**src/rtl/child_runner_if.sv**
```systemverilog
// Bus between child_runner and the per-step movement block.
// The runner presents the current position and move. The block answers with the next position.
interface child_runner_if;
    logic [1:0] mv_dir;
    logic [2:0] mv_x;
    logic [2:0] mv_y;
    logic       mv_alive;
    logic [2:0] mv_xnew;
    logic [2:0] mv_ynew;
    logic       mv_alivenew;

    modport master (
        output mv_dir, mv_x, mv_y, mv_alive,
        input  mv_xnew, mv_ynew, mv_alivenew
    );

    modport slave (
        input  mv_dir, mv_x, mv_y, mv_alive,
        output mv_xnew, mv_ynew, mv_alivenew
    );
endinterface

```
**src/rtl/child_runner.sv**
```systemverilog
// Steps one child's genome through the movement block, one move per cycle, from (0,0).
// It stops on death, on reaching (7,7), or when the genome is exhausted, then registers the results and fitness.
module child_runner #(
    parameter int GENE_LEN = 16
) (
    input  logic                  clk,
    input  logic                  rst,
    input  logic                  start,
    input  logic [2*GENE_LEN-1:0] genome,
    child_runner_if.master        mv,
    output logic                  busy,
    output logic                  done,
    output logic [2:0]            final_x,
    output logic [2:0]            final_y,
    output logic                  final_alive,
    output logic                  reached_goal,
    output logic [5:0]            steps_used,
    output logic [7:0]            fitness
);

    typedef enum logic [1:0] {IDLE, RUN, DONE} state_t;

    localparam logic [5:0] LAST_IDX  = 6'(GENE_LEN - 1);
    localparam logic [7:0] GOAL_BASE = 8'(64 + GENE_LEN);

    state_t                state, state_nx;
    logic [2*GENE_LEN-1:0] gsh;
    logic [2:0]            x, y;
    logic                  alive;
    logic [5:0]            idx;

    logic                  goal_hit;
    logic                  term;
    logic [5:0]            step_cnt;
    logic [3:0]            pos_sum;
    logic [7:0]            fit_nx;

    // Termination is judged on what the movement block returns for this step.
    assign goal_hit = mv.mv_alivenew && (mv.mv_xnew == 3'd7) && (mv.mv_ynew == 3'd7);
    assign term     = !mv.mv_alivenew || goal_hit || (idx == LAST_IDX);
    assign step_cnt = idx + 6'd1;
    assign pos_sum  = {1'b0, mv.mv_xnew} + {1'b0, mv.mv_ynew};

    always_comb begin
        fit_nx = 8'd0;
        if (goal_hit)
            fit_nx = GOAL_BASE - {2'b00, step_cnt};
        else if (mv.mv_alivenew)
            fit_nx = {4'b0000, pos_sum};
        else
            fit_nx = {5'b00000, pos_sum[3:1]};
    end

    always_ff @(posedge clk) begin
        if (rst)
            state <= IDLE;
        else
            state <= state_nx;
    end

    always_comb begin
        state_nx = state;
        case (state)
            IDLE:    if (start) state_nx = RUN;
            RUN:     if (term)  state_nx = DONE;
            DONE:    state_nx = start ? RUN : IDLE;
            default: state_nx = IDLE;
        endcase
    end

    assign busy        = (state == RUN);
    assign done        = (state == DONE);
    assign mv.mv_dir   = busy ? gsh[2*GENE_LEN-1 -: 2] : 2'd0;
    assign mv.mv_x     = x;
    assign mv.mv_y     = y;
    assign mv.mv_alive = alive;

    // Walk state. The genome is shifted so the current move always sits in the MSBs.
    always_ff @(posedge clk) begin
        if (rst) begin
            gsh   <= '0;
            x     <= 3'd0;
            y     <= 3'd0;
            alive <= 1'b0;
            idx   <= 6'd0;
        end else begin
            case (state)
                IDLE, DONE: begin
                    if (start) begin
                        gsh   <= genome;
                        x     <= 3'd0;
                        y     <= 3'd0;
                        alive <= 1'b1;
                        idx   <= 6'd0;
                    end
                end
                RUN: begin
                    gsh   <= gsh << 2;
                    x     <= mv.mv_xnew;
                    y     <= mv.mv_ynew;
                    alive <= mv.mv_alivenew;
                    idx   <= step_cnt;
                end
                default: ;
            endcase
        end
    end

    // Results stay put until the next terminating step, so a new start leaves them stale but intact.
    always_ff @(posedge clk) begin
        if (rst) begin
            final_x      <= 3'd0;
            final_y      <= 3'd0;
            final_alive  <= 1'b0;
            reached_goal <= 1'b0;
            steps_used   <= 6'd0;
            fitness      <= 8'd0;
        end else if (busy && term) begin
            final_x      <= mv.mv_xnew;
            final_y      <= mv.mv_ynew;
            final_alive  <= mv.mv_alivenew;
            reached_goal <= goal_hit;
            steps_used   <= step_cnt;
            fitness      <= fit_nx;
        end
    end

endmodule

```
**src/flat_wrapper.sv**
```systemverilog
// flat-port wrapper written by rule: the top's interface ports become plain ports
module child_runner_flat 
#(
    parameter int GENE_LEN = 16
)
  (clk, rst, start, genome, busy, done, final_x, final_y, final_alive, reached_goal, steps_used, fitness, mv_mv_dir, mv_mv_x, mv_mv_y, mv_mv_alive, mv_mv_xnew, mv_mv_ynew, mv_mv_alivenew);
  child_runner_if mv_i ();
  input  logic clk;
  input  logic rst;
  input  logic start;
  input  logic [2*GENE_LEN-1:0] genome;
  output logic busy;
  output logic done;
  output logic [2:0] final_x;
  output logic [2:0] final_y;
  output logic final_alive;
  output logic reached_goal;
  output logic [5:0] steps_used;
  output logic [7:0] fitness;
  output wire logic [$bits(mv_i.mv_dir)-1:0] mv_mv_dir;
  output wire logic [$bits(mv_i.mv_x)-1:0] mv_mv_x;
  output wire logic [$bits(mv_i.mv_y)-1:0] mv_mv_y;
  output wire logic [$bits(mv_i.mv_alive)-1:0] mv_mv_alive;
  input wire logic [$bits(mv_i.mv_xnew)-1:0] mv_mv_xnew;
  input wire logic [$bits(mv_i.mv_ynew)-1:0] mv_mv_ynew;
  input wire logic [$bits(mv_i.mv_alivenew)-1:0] mv_mv_alivenew;
  assign mv_mv_dir = mv_i.mv_dir;
  assign mv_mv_x = mv_i.mv_x;
  assign mv_mv_y = mv_i.mv_y;
  assign mv_mv_alive = mv_i.mv_alive;
  assign mv_i.mv_xnew = mv_mv_xnew;
  assign mv_i.mv_ynew = mv_mv_ynew;
  assign mv_i.mv_alivenew = mv_mv_alivenew;
  child_runner #(.GENE_LEN(GENE_LEN)) u_core (.clk(clk), .rst(rst), .start(start), .genome(genome), .mv(mv_i), .busy(busy), .done(done), .final_x(final_x), .final_y(final_y), .final_alive(final_alive), .reached_goal(reached_goal), .steps_used(steps_used), .fitness(fitness));
endmodule
```
**config.mk**
```make
export PLATFORM = sky130hd
export DESIGN_NAME = child_runner_flat
export DESIGN_NICKNAME = d
export VERILOG_FILES = /design/src/rtl/child_runner_if.sv /design/src/rtl/child_runner.sv /design/src/flat_wrapper.sv
export SDC_FILE = /design/constraint.sdc
export NUM_CORES = 1
export LEC_CHECK = 0
export BUFFER_PORTS_ARGS = -buffer_cell sky130_fd_sc_hd__buf_2
export CORE_AREA = 3 3 80 82
export CTS_CLUSTER_SIZE = 25
export DETAILED_ROUTE_END_ITERATION = 8
export DIE_AREA = 0 0 83 85
export PLACE_DENSITY = 0.86
export REMOVE_ABC_BUFFERS = 1
export SLEW_MARGIN = 30
export SYNTH_ARGS = -nofsm -noshare
export SYNTH_HDL_FRONTEND = slang
export SYNTH_SLANG_ARGS = --single-unit
```
**constraint.sdc**
```tcl
create_clock -name clk -period 3.28 [get_ports clk]
set_clock_uncertainty 0.1 [all_clocks]
set_input_delay 0.164 -clock clk [delete_from_list [all_inputs] [get_ports clk]]
set_output_delay 0.164 -clock clk [all_outputs]
set_load 0.02 [all_outputs]
```
-- Yosys cells after proc, flatten, opt, wreduce, memory -nomap -nowiden
Cells that the tools add are included.
- output and inout port bits: 33
- word-level logic and storage cells: 50
- register bits: 69
- input port bits: 42
- multiplexer cells: 16
- reductions and logical operators: 11
- equal/unequal tests: 8
- $add $sub $neg: 3
- operator list (kind ; count):
    32-bit case mux with 2 select lines ; 1
    32-bit two-way mux ; 1
    3-bit case mux with 2 select lines ; 2
    6-bit case mux with 2 select lines ; 1
    8-bit two-way mux ; 1
    7-bit by 6-bit subtractor with 8-bit output, first input constant ; 1
    6-bit by 1-bit adder with 6-bit output, second input constant ; 1
    3-bit equality test, second input constant ; 2
    6-bit by 4-bit equality test with 1-bit output, second input constant ; 1
    2-bit two-way mux ; 3
    6-bit two-way mux ; 1
    2-bit != test, second input constant ; 3
    2-bit case mux with 3 select lines ; 1
    3-bit by 3-bit adder with 4-bit output ; 1
    4-bit two-way mux ; 1
    2-bit AND reduction ; 2
    1-bit logical AND ; 3
    3-bit two-way mux ; 1
    2-bit by 1-bit equality test with 1-bit output, second input constant ; 1
    2-bit equality test, second input constant ; 1
    2-bit zero test ; 1
    1-bit logical OR ; 2
    1-bit two-way mux ; 2
    1-bit case mux with 2 select lines ; 1
    other kinds (3) ; 3

-- Logic depth before layout (Yosys ltp)
Gate-level depths: netlist (run 1).
- word-level depth: 7
- depth in mapped cells: 8
- gate-level depth less buffers: 8

-- Worst setup path before layout (run 1)
No wires, ideal clock.
- path kind: reg-to-reg
- start: reg u_core.idx[0]
- end: reg u_core.fitness[5]
- clock period less this slack: 2.135 ns
- setup slack: 1.145 ns
- library setup time: 0.062 ns
- stages on the path, launching flop included: 7
- data required time: 3.118 ns
- path buffers: 0
- arrival time: 1.973 ns
- path through: dfxtp_1 > ha_1 > or4b_1 > a21oi_1 > nor3_1 > or4b_1 > nand3_1
- longest elaborated chain between the ends: 3
- elaborated cells between the ends (all ways): 6
- classes of those cells: add/sub (2); eq/ne (1); mux (1); reduce/logical (2)
- RTL lines (what ; line ; text):
    from (decl) ; child_runner.sv:30 ; logic [5:0] idx;
    from (signal assigned) ; child_runner.sv:102 ; idx <= step_cnt;
    6-bit by 1-bit adder with 6-bit output ; child_runner.sv:41 ; assign step_cnt = idx + 6'd1;
    via u_core.step_cnt[1] ; child_runner.sv:34 ; logic [5:0] step_cnt;
    7-bit by 6-bit subtractor with 8-bit output ; child_runner.sv:47 ; fit_nx = GOAL_BASE - {2'b00, step_cnt};
    8-bit two-way mux ; child_runner.sv:46 ; if (goal_hit)
    to (signal assigned) ; child_runner.sv:124 ; fitness <= fit_nx;
    to (decl) ; child_runner.sv:18 ; output logic [7:0] fitness
The timed path passes the listed nets, and every way through them passes these cells.
A chain may end at the register's enable or synchronous reset.

-- Worst setup path in the final report (run 1)
- start: reg u_core.idx[0]
- end: reg u_core.steps_used[0]
- longest elaborated chain between the ends: 3
- elaborated cells between the ends (all ways): 4
- classes of those cells: add/sub (1); eq/ne (1); reduce/logical (2)
- RTL lines (what ; line ; text):
    parallel branches: the longest is 3 deep, another holds 6-bit by 1-bit adder with 6-bit output ; n/a ;
    to (signal assigned) ; child_runner.sv:123 ; steps_used <= step_cnt;
    to (decl) ; child_runner.sv:17 ; output logic [5:0] steps_used,
Parallel ways; which one is timed is not known.

==> results of run 1 <==
report_power, final:
group | switching, mW | leakage (nW) | internal (mW)
clock | 0.328 | 0.0962 | 0.351
combinational | 0.170 | 1.05 | 0.128
sequential | 0.0313 | 0.558 | 0.879
layout make-up:
| type | instances | area (sq um) |
|---|---|---|
| multi-input combinational | 280 | 1590 |
| fill | 498 | 1820 |
| inverter | 6 | 22.5 |
| timing repair buffer | 112 | 741 |
| clock buffer | 10 | 128 |
| sequential | 68 | 1360 |
| clock inverter | 6 | 65.1 |
| tap | 75 | 93.8 |
worst min-delay path, cell delays in order:
cell and delay (ns):
buf_2 0.10, nand2_1 0.05, a311oi_1 0.08
per-stage QoR:
| stage | power, mW | setup slack (ns) | hold slack, ns | util, % |
|---|---|---|---|---|
| 2_1_floorplan | 1.09 | 0.960 | 0.133 | - |
| 3_3_place_gp | 1.18 | 0.778 | 0.313 | 59.8 |
| 3_5_place_dp | 1.19 | 0.634 | 0.326 | 59.8 |
| 4_1_cts | 1.89 | 0.613 | 0.00229 | 68.8 |
| 5_1_grt | 1.99 | 0.274 | 0.0191 | 68.8 |
| 6_report | 1.89 | 0.623 | 0.00187 | 68.8 |
per-layer routing:
metal	up-vias	track usage, %	share of wire, %
li1	1525	-	-
met1	1410	29.7	43
met2	105	36.5	49
met3	13	4.37	5.7
met4	0	12.0	1.9
met5	-	0	0
synthesized netlist by cell type, types with 4 or more instances:
cell type	n
dfxtp_1	68
nor2_1	63
a21oi_1	20
nand3_1	4
a311oi_1	30
nand2_1	84
buf_6	5
xor2_1	5
clkbuf_1	26
a211oi_1	7
inv_1	6
a22oi_1	11
o21ai_0	4
ha_1	4
path summary, 6_finish.rpt:
kind         cells past startpoint  slack [ns]              start              endpoint
min reg2reg                      2        0.36  u_core.fitness[6]     u_core.fitness[6]
max                              6        0.62      u_core.idx[0]  u_core.steps_used[0]
min                              3       0.002          genome[4]         u_core.gsh[4]
max reg2reg                      6        0.62      u_core.idx[0]  u_core.steps_used[0]
cell families (layout without fill, tap and decap cells):
kind of cell / Yosys count / in the layout / share of synthesized area (%)
buffers and inverters: 42 / 134 / 7.06
AOI/OAI and AO/OA: 85 / 85 / 20.0
xor gates and xnor gates: 7 / 7 / 1.93
other: 1 / 1 / 0.118
muxes: 3 / 3 / 0.986
DFF: 68 / 68 / 42.9
adders and majority gates: 5 / 5 / 2.21
and+or+nand+nor: 179 / 179 / 24.7
what timing repair did:
action                                 CTS  global route
hold buffers                            33             0
setup endpoints to repair                0             0
endpoints found under the hold margin   33             0
flip-flops by register name, summed over array words and instances, names as in the netlist, 2 cells and up:
signal and cells:
u_core.steps_used 6, u_core.mv.mv_y 3, u_core.state 2, u_core.final_y 3, u_core.mv.mv_x 3, u_core.fitness 7
u_core.final_x 3, u_core.idx 6, u_core.gsh 32
==> metrics.txt, run 1 <==
# TYPE chip_impl_metric gauge
chip_impl_metric{name="leak_pwr",unit="nW"} 1.71
chip_impl_metric{name="finalWeightedCongestion",unit=""} 0.822
chip_impl_metric{name="cts_repair_resize_count",unit=""} 0
chip_impl_metric{name="synth-edff-count",unit=""} 0
chip_impl_metric{name="crit_fanout",unit=""} 23
chip_impl_metric{name="crit_path_max_incr_delay",unit="ns"} 0.62
chip_impl_metric{name="fmaxAchievable",unit="MHz"} 376
chip_impl_info{name="grt_setup_unrepaired",value="no"} 1
chip_impl_metric{name="clkSinkCount",unit=""} 68
chip_impl_info{name="hp-class",value="in2reg"} 1
chip_impl_info{name="clock-root-buffer",value="clkbuf_8"} 1
chip_impl_info{name="critical_path.top_delay_family",value="compound AO/OA/AOI/OAI gates"} 1
chip_impl_metric{name="post_synthesis_sequential_area_ratio",unit="%"} 42.9
chip_impl_metric{name="place_area",unit="sq um"} 3480
chip_impl_metric{name="area_growth_synth_to_finish",unit="%"} 26.1
chip_impl_metric{name="drtAntennaViolNets",unit=""} 0
chip_impl_metric{name="grt_max_degree",unit=""} 46
chip_impl_metric{name="floorplan.initialDensity",unit="%"} 54.5
chip_impl_info{name="setup.worst_path.class",value="reg2reg"} 1
chip_impl_metric{name="die_area",unit="sq um"} 7060
chip_impl_metric{name="globalRouteOverflowTotal",unit=""} 0
chip_impl_info{name="crit_path_cell_trace",value="ha_1 -> nand3_2 -> or3_1 -> a31oi_4 -> nor2_1 -> a211oi_1"} 1
chip_impl_metric{name="route.final.wire_length",unit="microns"} 7730
chip_impl_metric{name="route.detailed.drc",unit=""} 0
chip_impl_info{name="synthFlopType",value="dfxtp_1"} 1
chip_impl_metric{name="diodes",unit=""} 0
chip_impl_metric{name="power.density",unit="nW/um^2"} 472
chip_impl_metric{name="synth.cell_area",unit="sq um"} 3170
chip_impl_metric{name="h-tree-depth",unit=""} 3
chip_impl_metric{name="first_pass_iters",unit=""} 6
chip_impl_metric{name="path_clk_slew",unit="ns"} 0.08
chip_impl_metric{name="clockBufferDepth",unit=""} 2
chip_impl_metric{name="worst_skew_pair.late_latency",unit="ns"} 0.35
chip_impl_metric{name="finish.instance_area",unit="sq um"} 4000
chip_impl_metric{name="cts_inserted_buffers",unit=""} 9
chip_impl_metric{name="finish.cell_count_without_fillers",unit=""} 557
chip_impl_info{name="tritoncts_clock_tree",value="built"} 1
chip_impl_metric{name="share_of_async_settable_or_async_resettable_flops_after_synthesis",unit="%"} 0
chip_impl_metric{name="placementRows",unit=""} 28
chip_impl_info{name="crit_path_start_kind",value="flop"} 1
chip_impl_metric{name="number_of_antenna_violations_at_the_first_check_in_global_routing",unit=""} 0
chip_impl_metric{name="final_layout_size_suffix_gt1_share",unit="%"} 21.8
chip_impl_metric{name="first_pass_grt_wire_length",unit="microns"} 13400
chip_impl_metric{name="worst_ir_drop_on_vdd",unit="mV"} 0.293
chip_impl_metric{name="post_drt_via_cell_ratio",unit=""} 5.48
chip_impl_metric{name="finalCritPeriodShare",unit="%"} 81.0
chip_impl_metric{name="ys_ff_latch",unit=""} 68
chip_impl_metric{name="post-cts-setup-buffers",unit=""} 0
chip_impl_metric{name="tightest_slew",unit="ns"} 0.828
chip_impl_metric{name="placed_cells_incl_taps",unit=""} 508
chip_impl_metric{name="grtUsageTotal",unit="%"} 23.0
chip_impl_metric{name="nNetsFinal",unit=""} 524
chip_impl_metric{name="drt-wirelength-per-cell",unit="microns"} 13.9
chip_impl_metric{name="synth_cell_types",unit=""} 49
chip_impl_metric{name="timing.final.max_slew_violations",unit=""} 0
chip_impl_metric{name="final-setup-viol-count",unit=""} 0
chip_impl_metric{name="die_x_extent",unit="microns"} 83
chip_impl_metric{name="core_area",unit="sq um"} 5820
chip_impl_metric{name="yosysWarnings",unit=""} 0
chip_impl_info{name="timing.critical_path.slowest_stage_cell",value="dfxtp_1"} 1
chip_impl_metric{name="post-route-min-period",unit="ns"} 2.66
chip_impl_metric{name="final.setup.tns",unit="ns"} 0
chip_impl_metric{name="timing_hold_violations_final",unit=""} 0
chip_impl_metric{name="arrival",unit="ns"} 2.81
chip_impl_metric{name="worstPathBufferInverterCount",unit=""} 0
chip_impl_metric{name="detailedPlacementHpwl",unit="microns"} 4680
chip_impl_metric{name="timing.max_cap.violations",unit=""} 0
chip_impl_info{name="mostFrequentLayoutCells",value="nand2_1, buf_2, dfxtp_1"} 1
chip_impl_metric{name="first_global_vias",unit=""} 2840
chip_impl_metric{name="post_synth.cell_area_avg",unit="sq um"} 8.13
chip_impl_info{name="netlist.top_cell.by_area",value="dfxtp_1"} 1
chip_impl_info{name="outcome",value="finished clean"} 1
chip_impl_info{name="worst_setup_path_end_kind",value="flop"} 1
chip_impl_metric{name="numPortBuffers",unit=""} 73
chip_impl_metric{name="io-pin-count",unit=""} 75
chip_impl_info{name="yosys-top-cells-area",value="dfxtp_1, nand2_1, a311oi_1"} 1
chip_impl_metric{name="critical_path_required_time",unit="ns"} 3.43
chip_impl_metric{name="count_of_mapped_cells_out_of_synthesis",unit=""} 390
chip_impl_metric{name="drt_iter0_drc",unit=""} 229
chip_impl_metric{name="timing.max_slew.rel_slack",unit="%"} 44.6
chip_impl_info{name="mostFrequentLayoutCell",value="nand2_1"} 1
chip_impl_metric{name="post-synth-top-area-fraction",unit="%"} 42.9
chip_impl_metric{name="route.vias.total",unit=""} 3053
chip_impl_metric{name="dieHeight",unit="microns"} 85
No activity file was read; power rests on OpenSTA's default activity.
==> inputs of run 2 (changes only) <==
--- a/config.mk
+++ b/config.mk
@@ -6,11 +6,11 @@
 export NUM_CORES = 1
 export LEC_CHECK = 0
 export BUFFER_PORTS_ARGS = -buffer_cell sky130_fd_sc_hd__buf_2
-export CORE_AREA = 3 3 80 82
+export CORE_AREA = 3 3 82 84
 export CTS_CLUSTER_SIZE = 25
 export DETAILED_ROUTE_END_ITERATION = 8
-export DIE_AREA = 0 0 83 85
-export PLACE_DENSITY = 0.86
+export DIE_AREA = 0 0 85 87
+export PLACE_DENSITY = 0.83
 export REMOVE_ABC_BUFFERS = 1
 export SLEW_MARGIN = 30
 export SYNTH_ARGS = -nofsm -noshare
==> constraint.sdc (replaced) <==
create_clock -name clk -period 2.8 [get_ports clk]
set_clock_uncertainty 0.1 [all_clocks]
set_input_delay 0.14 -clock clk [delete_from_list [all_inputs] [get_ports clk]]
set_output_delay 0.14 -clock clk [all_outputs]
set_load 0.02 [all_outputs]
==> metrics.txt, run 2 (synthesis gave the netlist of run 1 again) <==
# TYPE chip_impl_metric gauge
chip_impl_info{name="outcome",value="finished clean"} 1
chip_impl_info{name="worst_setup_path_end_kind",value="flop"} 1
chip_impl_metric{name="post_drt_via_cell_ratio",unit=""} 5.48
chip_impl_metric{name="drt-wirelength-per-cell",unit="microns"} 14.3
chip_impl_metric{name="globalRouteOverflowTotal",unit=""} 0
chip_impl_metric{name="dieHeight",unit="microns"} 87
chip_impl_metric{name="first_global_vias",unit=""} 2988
chip_impl_metric{name="nNetsFinal",unit=""} 530
chip_impl_metric{name="timing_hold_violations_final",unit=""} 0
chip_impl_metric{name="floorplan.initialDensity",unit="%"} 52.9
chip_impl_info{name="top_register",value="u_core.gsh"} 1
chip_impl_metric{name="clkSinkCount",unit=""} 68
chip_impl_metric{name="grtUsageTotal",unit="%"} 22.5
chip_impl_info{name="hp-class",value="in2reg"} 1
chip_impl_metric{name="worst_ir_drop_on_vdd",unit="mV"} 0.426
chip_impl_metric{name="final.setup.tns",unit="ns"} 0
chip_impl_metric{name="worst_skew_pair.late_latency",unit="ns"} 0.34
chip_impl_info{name="crit_path_cell_trace",value="ha_1 -> nand3_2 -> or3_1 -> a31oi_4 -> nor2_1 -> a211oi_1"} 1
chip_impl_metric{name="critical_path_required_time",unit="ns"} 2.95
chip_impl_metric{name="grt_max_degree",unit=""} 45
chip_impl_metric{name="clockBufferDepth",unit=""} 2
chip_impl_metric{name="cts_repair_resize_count",unit=""} 0
chip_impl_metric{name="detailedPlace.worstSlack",unit="ns"} 0.258
chip_impl_metric{name="first_pass_grt_wire_length",unit="microns"} 13600
chip_impl_metric{name="power.switching_fraction",unit="%"} 26.7
chip_impl_info{name="mostFrequentLayoutCells",value="nand2_1, buf_2, dfxtp_1"} 1
chip_impl_metric{name="power_frac_seq",unit="%"} 46.1
chip_impl_metric{name="leak_pwr",unit="nW"} 1.74
chip_impl_metric{name="share_of_total_power_in_combinational_logic",unit="%"} 15.7
chip_impl_metric{name="area_growth_synth_to_finish",unit="%"} 28.6
chip_impl_info{name="worst_hold_startpoint",value="genome[27]"} 1
chip_impl_metric{name="drtAntennaViolNets",unit=""} 0
chip_impl_metric{name="drt_iter0_drc",unit=""} 200
chip_impl_metric{name="proportion_of_power_drawn_by_the_clock_network",unit="%"} 38.2
chip_impl_metric{name="path_clk_slew",unit="ns"} 0.07
chip_impl_metric{name="route.final.wire_length",unit="microns"} 8030
chip_impl_metric{name="final_critical_path_setup_slack",unit="ns"} 0.242
chip_impl_metric{name="timing.max_cap.violations",unit=""} 0
chip_impl_metric{name="placementRows",unit=""} 28
chip_impl_info{name="largest_registers",value="u_core.gsh: 32 flops, u_core.fitness: 7 flops"} 1
chip_impl_metric{name="diodes",unit=""} 0
chip_impl_metric{name="number_of_antenna_violations_at_the_first_check_in_global_routing",unit=""} 0
chip_impl_metric{name="timing.max_slew.rel_slack",unit="%"} 42.1
chip_impl_info{name="tritoncts_clock_tree",value="built"} 1
chip_impl_metric{name="num-fill-cells",unit=""} 488
chip_impl_metric{name="numPortBuffers",unit=""} 73
chip_impl_metric{name="crit_path_max_incr_delay",unit="ns"} 0.54
chip_impl_metric{name="cts_inserted_buffers",unit=""} 9
chip_impl_info{name="crit_path_start_kind",value="flop"} 1
chip_impl_metric{name="route.vias.total",unit=""} 3086
chip_impl_info{name="critPathLaunch",value="u_core.idx[1]"} 1
chip_impl_info{name="clock-root-buffer",value="clkbuf_8"} 1
chip_impl_metric{name="arrival",unit="ns"} 2.71
chip_impl_info{name="timing.critical_path.slowest_stage_cell",value="a31oi_4"} 1
chip_impl_metric{name="finalCritPeriodShare",unit="%"} 91.4
chip_impl_metric{name="io-pin-count",unit=""} 75
chip_impl_metric{name="finalWeightedCongestion",unit=""} 0.864
chip_impl_info{name="grt_setup_unrepaired",value="no"} 1
chip_impl_metric{name="fmaxAchievable",unit="MHz"} 391
chip_impl_metric{name="h-tree-depth",unit=""} 3
chip_impl_metric{name="max_ffs_per_register",unit=""} 32
chip_impl_metric{name="first_pass_iters",unit=""} 4
chip_impl_info{name="mostFrequentLayoutCell",value="nand2_1"} 1
chip_impl_metric{name="tightest_slew",unit="ns"} 0.865
chip_impl_metric{name="worstPathBufferInverterCount",unit=""} 0
chip_impl_metric{name="crit_fanout",unit=""} 23
chip_impl_metric{name="finalCoreUtilization",unit="%"} 68.1
chip_impl_metric{name="final_layout_size_suffix_gt1_share",unit="%"} 21.7
chip_impl_info{name="crit-reg2reg-launch",value="u_core.idx[1]"} 1
chip_impl_info{name="critical_path.top_delay_family",value="compound AO/OA/AOI/OAI gates"} 1
chip_impl_metric{name="timing.final.max_slew_violations",unit=""} 0
chip_impl_info{name="setup.worst_path.class",value="reg2reg"} 1
chip_impl_metric{name="route.detailed.drc",unit=""} 0
chip_impl_metric{name="die_x_extent",unit="microns"} 85
chip_impl_metric{name="final-setup-viol-count",unit=""} 0
chip_impl_metric{name="post-route-min-period",unit="ns"} 2.56
chip_impl_metric{name="die_area",unit="sq um"} 7400
chip_impl_metric{name="core_area",unit="sq um"} 5990
chip_impl_metric{name="power.density",unit="nW/um^2"} 566
chip_impl_metric{name="detailedPlacementHpwl",unit="microns"} 4950
chip_impl_metric{name="internal_power",unit="mW"} 1.69
chip_impl_metric{name="power.net_switching",unit="mW"} 0.615
-- run 2: cell types whose count changed in the layout (fill, tap and decap cells not counted) --
cell           previous run  this run
clkbuf_1                  1         2
buf_4                     6         8
clkinv_2                  2         0
clkinv_4                  2         1
inv_6                     0         1
dlygate4sd3_1            33        37
bufinv_16                 1         2
-- run 2: final timing paths --
| path | slack (ns) | to | depth (start not counted) |
|---|---|---|---|
| max reg2reg | 0.24 | u_core.steps_used[4] | 6 |
| min | 0.01 | u_core.gsh[27] | 3 |
| min reg2reg | 0.35 | u_core.fitness[6] | 2 |
| max | 0.24 | u_core.steps_used[4] | 6 |
-- run 2: repair_timing --
item | in CTS | in global routing
hold buffers | 37 | 0
endpoints found under the hold margin | 37 | 0
buffers inserted | 0 | 0
-- run 2: worst min-delay path: cells and delay by family --
family / cells / cell delay [ns]
compound gates: 1 / 0.06
buf+inv: 1 / 0.10
simple gates: 1 / 0.11
-- run 2: area by class of cell --
cell class | count | area (sq um) | share of cell area [%]
Clock buffer | 11 | 131 | 3.22
Sequential cell | 68 | 1360 | 33.4
Multi-Input combinational cell | 280 | 1590 | 39.0
Timing Repair Buffer | 118 | 796 | 19.5
Clock inverter | 5 | 85.1 | 2.09
Inverter | 6 | 22.5 | 0.552
Tap cell | 75 | 93.8 | 2.30
-- run 2: per-stage QoR --
stage	hold WS (ns)	cell area [sq um]	std cells	power (mW)
after global routing	0.0131	4080	563	2.42
after global placement	0.288	3490	510	1.39
final	0.0136	4080	563	2.31
after detailed placement	0.305	3490	510	1.40
after floorplan	0.109	2970	354	1.27
after CTS	0.00747	4080	563	2.32
-- run 2: power by group through the flow --
stage	clock (mW)	sequential, mW	combinational, mW
floorplan	0	1.10	0.171
global placement	0	1.08	0.307
detailed placement	0	1.08	0.318
CTS	0.896	1.06	0.358
global route	0.944	1.07	0.402
finish	0.882	1.06	0.361
-- run 2: layer usage --
layer  GRT usage, %  part of all wire, %  up-vias
li1               -                    -     1533
met5              0                    0        -
met3           6.53                  7.0       19
met2           38.8                   50      115
met1           26.4                   41     1419
met4           8.78                  2.0        0
